==> src/rtl/elastic_pipe_reg_pkg.sv <==
// Shared types and helpers for the elastic pipeline register: the per-stage update
// decode and the occupancy counter width.
package elastic_pipe_reg_pkg;

    // What a single stage does on the coming clock edge.
    typedef enum logic [1:0] {
        StHold   = 2'd0,
        StLoad   = 2'd1,
        StBubble = 2'd2,
        StClear  = 2'd3
    } stage_op_e;

    // Flush beats everything. An advancing stage copies a bubble without touching
    // its data, which keeps the data registers quiet when nothing useful arrives.
    function automatic stage_op_e stage_op(input logic flush, input logic adv,
                                           input logic src_valid);
        if (flush) begin
            return StClear;
        end
        if (!adv) begin
            return StHold;
        end
        return src_valid ? StLoad : StBubble;
    endfunction

    // Bits needed to count 0..depth set valid flags.
    function automatic int unsigned occ_width(input int unsigned depth);
        return (depth < 1) ? 1 : $clog2(depth + 1);
    endfunction

endpackage

==> src/rtl/elastic_pipe_reg_pipe_stage.sv <==
// One stage of the elastic pipeline: a WIDTH-bit data register plus its valid flag.
// The advance decision is made by the parent; this stage only applies it.
module elastic_pipe_reg_pipe_stage
    import elastic_pipe_reg_pkg::*;
#(
    parameter int unsigned WIDTH      = 32,
    parameter bit          CLEAR_DATA = 1'b0
) (
    input  logic             clk_i,
    input  logic             reset_ni,
    input  logic             flush_i,
    input  logic             adv_i,
    input  logic             src_valid_i,
    input  logic [WIDTH-1:0] src_data_i,
    output logic             valid_o,
    output logic [WIDTH-1:0] data_o
);

    stage_op_e        op;
    logic             valid_d, valid_q;
    logic [WIDTH-1:0] data_d, data_q;

    always_comb begin
        op      = stage_op(flush_i, adv_i, src_valid_i);
        valid_d = valid_q;
        data_d  = data_q;
        unique case (op)
            StHold: begin
            end
            StLoad: begin
                valid_d = 1'b1;
                data_d  = src_data_i;
            end
            StBubble: begin
                valid_d = 1'b0;
            end
            StClear: begin
                valid_d = 1'b0;
                if (CLEAR_DATA) begin
                    data_d = '0;
                end
            end
        endcase
    end

    always_ff @(posedge clk_i or negedge reset_ni) begin
        if (!reset_ni) begin
            valid_q <= 1'b0;
            data_q  <= '0;
        end else begin
            valid_q <= valid_d;
            data_q  <= data_d;
        end
    end

    assign valid_o = valid_q;
    assign data_o  = data_q;

endmodule

==> src/rtl/elastic_pipe_reg.sv <==
// Multi-stage elastic pipeline register with ready/valid handshake, global stall and
// synchronous flush. Empty stages absorb data even while later stages are blocked.
module elastic_pipe_reg
    import elastic_pipe_reg_pkg::*;
#(
    parameter int unsigned WIDTH      = 32,
    parameter int unsigned DEPTH      = 2,
    parameter bit          CLEAR_DATA = 1'b0,
    localparam int unsigned OccW      = occ_width(DEPTH)
) (
    input  logic             clk_i,
    input  logic             reset_ni,
    input  logic             stall_i,
    input  logic             flush_i,
    input  logic             in_valid_i,
    input  logic [WIDTH-1:0] in_data_i,
    output logic             in_ready_o,
    output logic             out_valid_o,
    output logic [WIDTH-1:0] out_data_o,
    input  logic             out_ready_i,
    output logic [OccW-1:0]  occupancy_o
);

    if (DEPTH < 1) begin : g_bad_depth
        $fatal(1, "elastic_pipe_reg: DEPTH must be at least 1");
    end

    logic [DEPTH-1:0] valid_vec;
    logic [WIDTH-1:0] data_vec [DEPTH];
    logic [DEPTH-1:0] adv;
    logic             freeze;
    logic [OccW-1:0]  occ;

    assign freeze = stall_i | flush_i;

    // Ready ripples backwards: a stage may advance if it is empty or its successor advances.
    always_comb begin
        adv = '0;
        if (!freeze) begin
            adv[DEPTH-1] = out_ready_i | ~valid_vec[DEPTH-1];
            for (int k = int'(DEPTH) - 2; k >= 0; k--) begin
                adv[k] = adv[k+1] | ~valid_vec[k];
            end
        end
    end

    always_comb begin
        occ = '0;
        for (int k = 0; k < int'(DEPTH); k++) begin
            occ = occ + OccW'(valid_vec[k]);
        end
    end

    for (genvar k = 0; k < int'(DEPTH); k++) begin : g_stage
        logic             src_valid;
        logic [WIDTH-1:0] src_data;

        if (k == 0) begin : g_head
            assign src_valid = in_valid_i;
            assign src_data  = in_data_i;
        end else begin : g_body
            assign src_valid = valid_vec[k-1];
            assign src_data  = data_vec[k-1];
        end

        elastic_pipe_reg_pipe_stage #(
            .WIDTH      (WIDTH),
            .CLEAR_DATA (CLEAR_DATA)
        ) u_stage (
            .clk_i       (clk_i),
            .reset_ni    (reset_ni),
            .flush_i     (flush_i),
            .adv_i       (adv[k]),
            .src_valid_i (src_valid),
            .src_data_i  (src_data),
            .valid_o     (valid_vec[k]),
            .data_o      (data_vec[k])
        );
    end

    assign in_ready_o  = adv[0];
    assign out_valid_o = valid_vec[DEPTH-1];
    assign out_data_o  = data_vec[DEPTH-1];
    assign occupancy_o = occ;

endmodule

==> config.mk <==
export PLATFORM = sky130hd
export DESIGN_NAME = elastic_pipe_reg
export DESIGN_NICKNAME = d
export VERILOG_FILES = /design/src/rtl/elastic_pipe_reg_pkg.sv /design/src/rtl/elastic_pipe_reg_pipe_stage.sv /design/src/rtl/elastic_pipe_reg.sv
export SDC_FILE = /design/constraint.sdc
export NUM_CORES = 1
export LEC_CHECK = 0
export BUFFER_PORTS_ARGS = -buffer_cell sky130_fd_sc_hd__buf_4
export CAP_MARGIN = 20
export CORE_ASPECT_RATIO = 0.8
export CORE_MARGIN = 2
export CORE_UTILIZATION = 40
export CTS_CLUSTER_DIAMETER = 100
export DETAILED_ROUTE_END_ITERATION = 10
export SLEW_MARGIN = 20
export SYNTH_ARGS = -nofsm -noshare
export SYNTH_HDL_FRONTEND = slang
export SYNTH_HIERARCHICAL = 1
export SYNTH_SLANG_ARGS = --single-unit
export TNS_END_PERCENT = 1
==> constraint.sdc <==
create_clock -name clk_i -period 1.99 [get_ports clk_i]
set_clock_uncertainty 0.2 [all_clocks]
set_input_delay 0.0995 -clock clk_i [delete_from_list [all_inputs] [get_ports clk_i]]
set_output_delay 0.0995 -clock clk_i [all_outputs]
set_load 0.005 [all_outputs]
**Yosys cells after proc, flatten, opt, wreduce, memory -nomap -nowiden**

Cells that the tools add are included.

- Register bits: 66
- Input bits: 38
- Output and inout port bits: 36
- Logic and storage cells: 37

- $add $sub $neg: 1
- Equality and inequality tests: 6
- Muxes and demuxes: 17
- Bitwise logic cells: 5
- Reductions and logical operators: 4

Operator list:

| operator | count |
|---|---|
| $mux W2 | 10 |
| $eq A2 B2 Y1 const B | 4 |
| $mux W1 | 5 |
| $eq A2 B1 Y1 const B | 2 |
| $pmux W1 S2 | 2 |
| $reduce_bool A2 Y1 | 2 |
| $reduce_or A2 Y1 | 2 |
| $or A1 B1 Y1 | 3 |
| $add A1 B1 Y2 | 1 |
| $not A1 Y1 | 2 |

**Logic depth before layout (Yosys ltp)**

- Depth in word-level cells: 11
- Mapped depth: 5
- Depth with buffers taken out: 4

**Hierarchy**

Netlist, hierarchy kept.

Modules (own cells, without submodules):

| module | times used | cells each | area each (µm²) | seq. area each (µm²) |
|---|---|---|---|---|
| elastic_pipe_reg_pipe_stage | 2 | 71 | 1366.3 | 825.8 |
| elastic_pipe_reg | 1 | 4 | 43.8 | 0.0 |

**Least setup slack after synthesis**

Ideal clock, no wire load.

- Kind: register -> register
- Start: reg g_stage[1].u_stage.valid_q
- End: reg g_stage[0].u_stage.data_q[0]
- Library setup time: 0.125 ns
- Arrival: 1.528 ns
- Required time: 1.665 ns
- Path slack: 0.137 ns
- Stages on the path, launching flop included: 6
- Buffers on the path: 1
- Clock period less this slack: 1.853 ns
- Cell sequence: dfrtp_1 > nor2b_4 > a211oi_2 > nand3b_4 > buf_6 > mux2_4

- Longest elaborated chain between the ends: 9
- Elaborated cells between the ends (all ways): 10
- Those cells by class: eq/ne: 1; mux: 6; bitwise: 3

Ends and longest elaborated chain:

| element | RTL line | RTL |
|---|---|---|
| from (decl) | elastic_pipe_reg_pipe_stage.sv:20 | `logic valid_d, valid_q;` |
| from (signal assigned) | elastic_pipe_reg_pipe_stage.sv:51 | `valid_q <= valid_d;` |
| $not A1 Y1 * | elastic_pipe_reg.sv:40 | `adv[DEPTH-1] = out_ready_i \| ~valid_vec[DEPTH-1];` |
| $or A1 B1 Y1 * | elastic_pipe_reg.sv:40 |  |
| $or A1 B1 Y1 * | elastic_pipe_reg.sv:42 | `adv[k] = adv[k+1] \| ~valid_vec[k];` |
| $mux W2 * | elastic_pipe_reg.sv:39 | `if (!freeze) begin` |
| via in_ready_o | elastic_pipe_reg.sv:17 | `output logic in_ready_o,` |
| $mux W1 (2 in a row) | elastic_pipe_reg_pkg.sv:20 | `if (!adv) begin` |
| $mux W2 * | elastic_pipe_reg_pkg.sv:23 | `return src_valid ? StLoad : StBubble;` |
| $mux W2 * | elastic_pipe_reg_pkg.sv:20 |  |
| $eq A2 B1 Y1 * | elastic_pipe_reg_pipe_stage.sv:27 | `unique case (op)` |
| to (signal assigned) | elastic_pipe_reg_pipe_stage.sv:52 | `data_q <= data_d;` |
| to (decl) | elastic_pipe_reg_pipe_stage.sv:21 | `logic [WIDTH-1:0] data_d, data_q;` |

The timed path passes the listed nets; every way through them passes the cells marked *. The select of a mux whose other input is x is not followed.
A chain may end at the register's enable or synchronous reset.

**Worst setup path in the final report**

- Start: reg g_stage[1].u_stage.valid_q
- End: reg g_stage[1].u_stage.data_q[25]

- Longest elaborated chain between the ends: 8
- Elaborated cells between the ends (all ways): 9
- Those cells by class: eq/ne: 1; mux: 6; bitwise: 2

Ends and longest elaborated chain:

| element | RTL line | RTL |
|---|---|---|
| $not A1 Y1 * | elastic_pipe_reg.sv:40 |  |
| $or A1 B1 Y1 * | elastic_pipe_reg.sv:40 |  |
| $mux W2 * | elastic_pipe_reg.sv:39 |  |
| via adv[1] | elastic_pipe_reg.sv:30 | `logic [DEPTH-1:0] adv;` |
| $mux W1 (2 in a row) | elastic_pipe_reg_pkg.sv:20 |  |
| $mux W2 * | elastic_pipe_reg_pkg.sv:23 |  |
| $mux W2 * | elastic_pipe_reg_pkg.sv:20 |  |
| $eq A2 B1 Y1 * | elastic_pipe_reg_pipe_stage.sv:27 |  |
| to (signal assigned) | elastic_pipe_reg_pipe_stage.sv:52 |  |
| to (decl) | elastic_pipe_reg_pipe_stage.sv:21 |  |

Marked as above.

==> out/results.txt <==
run status -> finished, final reports clean
most common cell after layout, fill and taps aside -> buf_4
clock buffer count from CTS -> 9
crit-path max cell delay -> 0.41 ns
clk sink count -> 66
Initial Util -> 40.9%
TritonCTS clock tree -> yes
simple-gate portion of the synthesized area -> 2.39%
Die X -> 97.1 µm
P_sw -> 0.000875 W
Arrival @ worst endpoint -> 1.86 ns
crit path capture type -> flip-flop
Hold Path Class -> input pin to flip-flop
Synthesized Nets -> 185
share of post-route cells with drive strength above 1 -> 60.0%
post-cts sizing count -> 0
crit path max-delay cell type -> dfrtp_1
vias -> 1586
Worst R2R End -> g_stage[1].u_stage/data_o[25]
Worst setup SP type -> flip-flop
total track usage -> 15.2%
Slew @ Worst Pin -> 0.386 ns
hold buffers post-CTS -> 35
vias in the first global route -> 1731
initial antenna violation count -> 0
area of the mapped netlist -> 2780 µm²
crit-path cells -> nor2b_4 > nor3_1 > buf_4 > nand3b_4 > buf_4 > mux2_4
Seq cells post-synth -> 66
Worst VDD drop -> 0.000443 V
maximum clock path buffer count -> 2
most used cell, CP -> buf_4
largest net degree at the start of global routing -> 67
Clock Latency Late Sink -> 0.33 ns
syn_area_per_cell -> 19.0 µm²
worst setup path endpoint -> g_stage[1].u_stage/data_o[25]
Fin. Hold Viols -> 0
Slew HR -> 74.3%
most frequent cells in the layout -> buf_4 (77), dfrtp_1 (66), mux2_4 (60)
antenna cells -> 0
post-route ant nets -> 0
DRC -> 0
Worst R2R Path Depth -> 6
critical path type -> flip-flop to flip-flop
htree depth -> 3
Syn Inst Count -> 146
drt pass-1 iters -> 4
fin. max-slew vios -> 0
synth top area cells -> dfrtp_1 (59%), mux2_4 (32%), buf_6 (2.4%)
Post-CTS Setup Bufs -> 0
main combinational cell family by area after synthesis -> multiplexers
num ports -> 74
post-DR wirelength/cell -> 14.7 µm
yosys warns -> 6
Port-buffer cells -> 73
xor/xnor share of the synthesized area -> 0%
Worst Setup SP -> g_stage[1].u_stage/valid_o
RSZ-0062 raised after global routing -> false
die area -> 7630 µm²
P_leak -> 2.16 nW
adder-cell share of the synthesized area -> 0.451%
f_max -> 542 MHz
Synth Area in Compound Gates -> 0.451%
final worst path period share -> 92.7%
worst r2r src -> g_stage[1].u_stage/valid_o
Worst R2R Setup Slack -> 0.15 ns
register area share after synthesis -> 59.5%
combinational share of power -> 22.5%
CTS Root Cell -> clkbuf_8
Clock power frac -> 29.4%
largest area contributor in the netlist -> dfrtp_1
part of the power in registers -> 48.0%
multiplexer area fraction after synthesis -> 34.8%
clk slew on worst S/H paths -> 0.07 ns
final WL -> 5.25 mm
first-pass GRT wire length -> 8.90 mm
vias per cell -> 4.44
Std-Cell Rows -> 27
Vert. Die Dim -> 78.5 µm
Worst Path Max Fanout -> 20
Detailed Place HPWL -> 3.20 mm
Tmin final -> 1.84 ns
Max Cap Viol -> 0
DR iter-0 viols -> 38
Int Power -> 0.00287 W
nets -> 304
top-area cell type share of the netlist area -> 59.5%
switching fraction of total power -> 23.4%
Area growth, synth to finish -> 43.4%
Synth cell types -> 11
grt ovf -> 0
Core Area -> 6790 µm²
CP Data Required Time -> 2.00 ns
Power Total -> 0.00374 W
GP Congestion -> 0.693
Sum Neg Setup Slack -> 0 ns
pwr/cell area -> 941 nW/µm²
final setup vio count -> 0
[synthesized netlist by cell type, drive strengths merged]
cell type  count
mux2          64
dfrtp         66
nor3           1
buf            6
nor2b          1
mux2i          2
nor2           2
nand3b         2
a211oi         1
ha             1
[kinds of logic after synthesis]
family / count (synthesis)
AO/OA/AOI/OAI: 1
adder cells (fa/ha/maj): 1
flip-flops: 66
multiplexers: 66
buffers and inverters: 6
AND/OR/NAND/NOR: 6
[stage by stage]
step / util, % / instances / area [µm²] / hold WS [ns] / setup WS (ns)
global route: 58.6 / 357 / 3980 / 0.0741 / 0.0701
detailed placement: 50.6 / 306 / 3440 / -0.0655 / 0.138
finish: 58.6 / 357 / 3980 / 0.0732 / 0.146
floorplan: - / 146 / 2780 / -0.396 / 0.137
CTS: 58.6 / 357 / 3980 / 0.0503 / 0.131
global placement: 50.6 / 306 / 3440 / -0.0689 / 0.169
[power groups by stage]
stage	registers (W)	logic [W]	clock network [W]
finish	0.00180	0.000844	0.00110
global route	0.00184	0.000905	0.00122
CTS	0.00180	0.000854	0.00114
detailed placement	0.00182	0.000799	0
global placement	0.00182	0.000786	0
floorplan	0.00179	0.000431	0
[critical path, delay by kind of cell, from the launching register on]
kind	cells	cell delay [ns]
buf+inv	2	0.42
flops	1	0.41
mux	1	0.34
simple gates	3	0.35
[state kept, by name, summed over array words and instances, names as in the netlist]
register / flops
g_stage.u_stage/data_o: 64
g_stage.u_stage/valid_o: 2
[how the worst min path moves through the flow]
stage | from | to | slack (ns) | depth (start not counted)
2_1_floorplan | reset_ni | g_stage[0].u_stage/data_o[0] | -0.40 | 0
3_3_place_gp | reset_ni | g_stage[0].u_stage/data_o[7] | -0.07 | 2
3_5_place_dp | reset_ni | g_stage[0].u_stage/data_o[3] | -0.07 | 2
4_1_cts | stall_i | g_stage[0].u_stage/valid_o | 0.05 | 5
5_1_grt | stall_i | g_stage[0].u_stage/valid_o | 0.07 | 5
6_report | stall_i | g_stage[0].u_stage/valid_o | 0.07 | 5
[cell type report]
class / count / area, µm²
clock buffers: 11 / 141
clock inverters: 5 / 53.8
fillers: 527 / 2810
multi-input cells: 74 / 1060
flip-flops and latches: 66 / 1650
well taps: 87 / 109
repair buffers: 114 / 968
[routing by layer]
metal	up-vias	track usage, %	share of wire, %
li1	754	-	-
met1	771	21.0	48
met2	56	21.4	43
met3	5	7.30	6.8
met4	0	4.23	1.2
met5	-	0	0
No activity file was read; power rests on OpenSTA's default activity.
